<file path="src/rtl/trace_stream_arbiter.sv">
// Round-robin, packet-atomic arbiter merging NUM_SRC AXI-Stream trace sources into one sink.
// Packets longer than MAX_PKT_BEATS are cut with a forced tlast, and each cut is counted.
module trace_stream_arbiter #(
    parameter int NUM_SRC       = 2,
    parameter int DATA_WIDTH    = 96,
    parameter int ID_WIDTH      = 1,
    parameter int MAX_PKT_BEATS = 1024
) (
    input  logic                          clk,
    input  logic                          rst,
    input  logic [NUM_SRC-1:0]            src_enable,
    input  logic [NUM_SRC-1:0]            S_AXIS_tvalid,
    output logic [NUM_SRC-1:0]            S_AXIS_tready,
    input  logic [NUM_SRC*DATA_WIDTH-1:0] S_AXIS_tdata,
    input  logic [NUM_SRC-1:0]            S_AXIS_tlast,
    output logic                          M_AXIS_tvalid,
    input  logic                          M_AXIS_tready,
    output logic [DATA_WIDTH-1:0]         M_AXIS_tdata,
    output logic                          M_AXIS_tlast,
    output logic [ID_WIDTH-1:0]           M_AXIS_tid,
    output logic                          pkt_truncated,
    output logic [15:0]                   truncated_count
);

    localparam int CNT_W = $clog2(MAX_PKT_BEATS);

    typedef enum logic {IDLE, LOCKED} state_t;

    state_t              state, state_nxt;
    logic [ID_WIDTH-1:0] grant, last_grant, winner;
    logic                found;
    logic [CNT_W-1:0]    beat_cnt;
    logic [NUM_SRC-1:0]  cand;
    logic                sel_last, force_last, hs, eop, trunc_evt;

    assign cand = S_AXIS_tvalid & src_enable;

    // Search begins one past the previous winner, so it only re-wins when alone.
    always_comb begin
        int unsigned idx;
        winner = '0;
        found  = 1'b0;
        idx    = 0;
        for (int unsigned i = 1; i <= NUM_SRC; i++) begin
            idx = (32'(last_grant) + i) % NUM_SRC;
            if (!found && cand[idx]) begin
                winner = ID_WIDTH'(idx);
                found  = 1'b1;
            end
        end
    end

    always_comb begin
        M_AXIS_tvalid = 1'b0;
        M_AXIS_tdata  = '0;
        M_AXIS_tid    = '0;
        sel_last      = 1'b0;
        S_AXIS_tready = '0;
        if (state == LOCKED) begin
            M_AXIS_tvalid = S_AXIS_tvalid[grant];
            M_AXIS_tdata  = S_AXIS_tdata[32'(grant)*DATA_WIDTH +: DATA_WIDTH];
            M_AXIS_tid    = grant;
            sel_last      = S_AXIS_tlast[grant];
            for (int unsigned i = 0; i < NUM_SRC; i++)
                S_AXIS_tready[i] = (grant == ID_WIDTH'(i)) && M_AXIS_tready;
        end
    end

    assign force_last   = (state == LOCKED) && (beat_cnt == CNT_W'(MAX_PKT_BEATS-1));
    assign M_AXIS_tlast = sel_last | force_last;
    assign hs           = M_AXIS_tvalid & M_AXIS_tready;
    assign eop          = hs & M_AXIS_tlast;
    assign trunc_evt    = hs & force_last & ~sel_last;

    always_comb begin
        state_nxt = state;
        case (state)
            IDLE:    if (found) state_nxt = LOCKED;
            LOCKED:  if (eop)   state_nxt = IDLE;
            default: state_nxt = IDLE;
        endcase
    end

    always_ff @(posedge clk or posedge rst) begin
        if (rst) begin
            state           <= IDLE;
            grant           <= '0;
            last_grant      <= ID_WIDTH'(NUM_SRC-1);
            beat_cnt        <= '0;
            pkt_truncated   <= 1'b0;
            truncated_count <= '0;
        end else begin
            state         <= state_nxt;
            pkt_truncated <= trunc_evt;
            if (state == IDLE && found)
                grant <= winner;
            if (hs) begin
                if (eop) begin
                    beat_cnt   <= '0;
                    last_grant <= grant;
                end else begin
                    beat_cnt <= beat_cnt + 1'b1;
                end
            end
            if (trunc_evt && truncated_count != 16'hFFFF)
                truncated_count <= truncated_count + 16'd1;
        end
    end

endmodule
</file>
<file path="config.mk">
export PLATFORM = sky130hd
export DESIGN_NAME = trace_stream_arbiter
export DESIGN_NICKNAME = d
export VERILOG_FILES = /design/src/rtl/trace_stream_arbiter.sv
export SDC_FILE = /design/constraint.sdc
export NUM_CORES = 1
export LEC_CHECK = 0
export ABC_AREA = 0
export BUFFER_PORTS_ARGS = -buffer_cell sky130_fd_sc_hd__buf_2
export CORE_AREA = 10 10 115 117
export CTS_CLUSTER_SIZE = 25
export DETAILED_ROUTE_END_ITERATION = 10
export DIE_AREA = 0 0 125 127
export GPL_ROUTABILITY_DRIVEN = 0
export PLACE_DENSITY_LB_ADDON = 0.08
export SETUP_SLACK_MARGIN = 0.15
export SLEW_MARGIN = 20
export SYNTH_ARGS = -nofsm -noshare
export SYNTH_HDL_FRONTEND = slang
export SYNTH_SLANG_ARGS = --single-unit
</file>
<file path="constraint.sdc">
create_clock -name clk -period 2.7 [get_ports clk]
set_clock_uncertainty 0.15 [all_clocks]
set_input_delay 0.405 -clock clk [delete_from_list [all_inputs] [get_ports clk]]
set_output_delay 0.405 -clock clk [all_outputs]
set_load 0.01 [all_outputs]
</file>
==> results.cfg <==
[global_route]
grt_use_total_pct = 18.3
grt_remaining_overflow = 0
grt_max_degree = 101
grt_pass1_vias = 3921
grt_pass1_wl_mm = 23.4
antenna_found_initial = 6

[sta]
setup_tns_ns = 0
maxSlewViolCount = 0
relSlewSlack_pct = 53.0
fin_crit_sh_pct = 88.2
timing.hold.ws_ns = 0.0251
tightest_slew_ns = 0.705
fmax_ghz = 0.420
final.min_clock_period_ns = 2.38
finalHoldViolCount = 0
rsz0062_at_grt = false
setup_ws_ns = 0.320
setup_viol = 0

[synthesis]
ys_warn_count = 0
syn-num-nets = 568
ys_ff_latch = 30
ys_async_sr_fraction_pct = 100
synthesis.area_sq_um = 2950
synth.distinct_cells = 37
netlist_instances = 365
synth-edff-count = 0
ys.flop_type = dfrtp_1
syn_area_per_cell_sq_um = 8.08
synth.yosys.seq_area_share_pct = 25.5

[clock_network]
postCtsHoldBufs = 0
root_buffer = clkbuf_16
clk_latency_ns = 0.28
cts_buffers = 5
cts.sinks = 30
clockBufferDepth = 2
cts_max_level = 2
cts.clk_slew.worst_paths_ns = 0.05
cts_tree = yes

[cells_and_area]
final_cell_mix = buf_2 (318), nor2_1 (108), mux2i_1 (97)
drive_above_1_share_pct = 50.8
layout_commonest_cell = buf_2
fin_nets = 873
area.growth.synth_to_final_pct = 64.1
final.fill_count = 1153

[worst_setup_path]
cp_max_fo = 100
crit_path_start_kind = flop
r2r_cells = 4
r2r-end = truncated_count[1]
r2r-start = grant
criticalPathCategory = flop to primary output
cp-end-kind = primary output
r2r_slack_ns = 0.33
worst_ep_required_time_ns = 2.14
worstPathArrival_ns = 1.83

[run]
maxCapViolCount = 0

[die]
start_util_pct = 26.5
die_area_sq_um = 15900
die_x_um = 125
die_y_um = 127
num_rows = 39
core_area_sq_um = 11100
ioPinCount = 319

[placement]
pre_cts_ws_ns = 0.306
port_buffers = 318
hpwlAfterDp_mm = 13.6

[worst_hold_path]
holdCritPathClass = input pin to asynchronous set/reset pin

[route]
vias_per_cell = 4.49
totalWireLength_mm = 15.8
wl_per_cell_um = 19.2
drt_iter0_markers = 178
ant_nets = 0
vias = 3677
drtPass1Iterations = 4
drc = 0

[pwr]
ir_drop_v = 0.000827
leakage_uw = 0.00288
power_density_nw_per_um2 = 810

[run_status]
status = completed
## power by group
group          leakage (uW)  internal, uW  switching (uW)
registers          0.000406           502            58.6
logic               0.00240          1210            1590
clock network     0.0000739           365             196
total               0.00288          2080            1840
## metal layers
layer  vias up  track usage, %  part of all wire, %
met5         -               0                0.070
met4         2            4.40                 0.94
met3        11            8.15                  9.6
met2       122            33.6                   54
met1      1661            18.7                   35
li1       1881               -                    -
## kinds of logic (layout without fill, tap and decap cells)
family          after synthesis  in the layout  share of synthesized area [%]
simple gates                172            172                           26.5
mux                         102            102                           35.0
flops                        30             30                           25.5
buf+inv                      28            334                           4.12
xor+xnor                     16             16                           4.75
compound gates               15             15                           3.31
fa+ha+maj                     2              2                          0.849
other cells                   0              5                              0
## flip-flops by register name, summed over array words and instances, names as in the netlist
register,cells
beat_cnt,10
grant,1
last_grant,1
pkt_truncated,1
state,1
truncated_count,16
## synthesized netlist by cell type, drive strengths merged, types with 2 or more instances
cell | count | area share (%)
xor2 | 4 | 1.2
buf | 13 | 2.2
o31ai | 3 | 0.76
mux2i | 97 | 33
nand3 | 14 | 2.4
clkbuf | 12 | 1.5
a21o | 2 | 0.51
xnor2 | 12 | 3.6
nand2 | 15 | 1.9
mux2 | 5 | 2.0
nor4 | 5 | 1.8
nand4 | 11 | 2.3
and3 | 7 | 1.5
nand2b | 2 | 0.42
ha | 2 | 0.85
nor3 | 2 | 0.72
and2 | 4 | 0.85
inv | 3 | 0.38
o21ai | 6 | 1.0
dfrtp | 29 | 25
nor2 | 109 | 14
## worst max-delay path by stage
stage | endpoint | from | slack [ns]
after CTS | M_AXIS_tlast | beat_cnt[0] | 0.25
final | M_AXIS_tdata[29] | grant | 0.32
after global routing | M_AXIS_tlast | beat_cnt[0] | 0.21
after detailed placement | truncated_count[1] | grant | 0.31
after global placement | truncated_count[1] | grant | 0.34
after floorplan | truncated_count[12] | grant | 0.55
## critical path, stage by stage (launching register included)
cell and delay (ns):
dfrtp_4 0.45, buf_12 0.46, mux2i_1 0.30, nor2_1 0.05, buf_2 0.15
## area by class of cell
cell class	count	area (sq um)	share of cell area, %
tap	143	179	3.70
clock inverter	1	5.00	0.103
clock buffer	7	143	2.95
multi-input combinational	307	2080	42.9
timing repair buffer	323	1650	34.2
inverter	3	11.3	0.233
antenna	5	12.5	0.259
sequential	30	756	15.6
## metrics by stage
stage | util, % | instances | cell area, sq um | total power [uW]
after floorplan | - | 365 | 2950 | 2320
after global placement | 42.0 | 806 | 4670 | 3410
after detailed placement | 42.0 | 806 | 4670 | 3390
after CTS | 43.3 | 814 | 4820 | 3970
after global routing | 43.4 | 817 | 4830 | 4200
final | 43.5 | 819 | 4840 | 3920
## what timing repair did
item                                   CTS  global route
endpoints found under the hold margin    0             0
setup buffers                            0             0
setup endpoints to repair                0             1
resized for setup                        0             1
(Power assumes the default switching activity.)
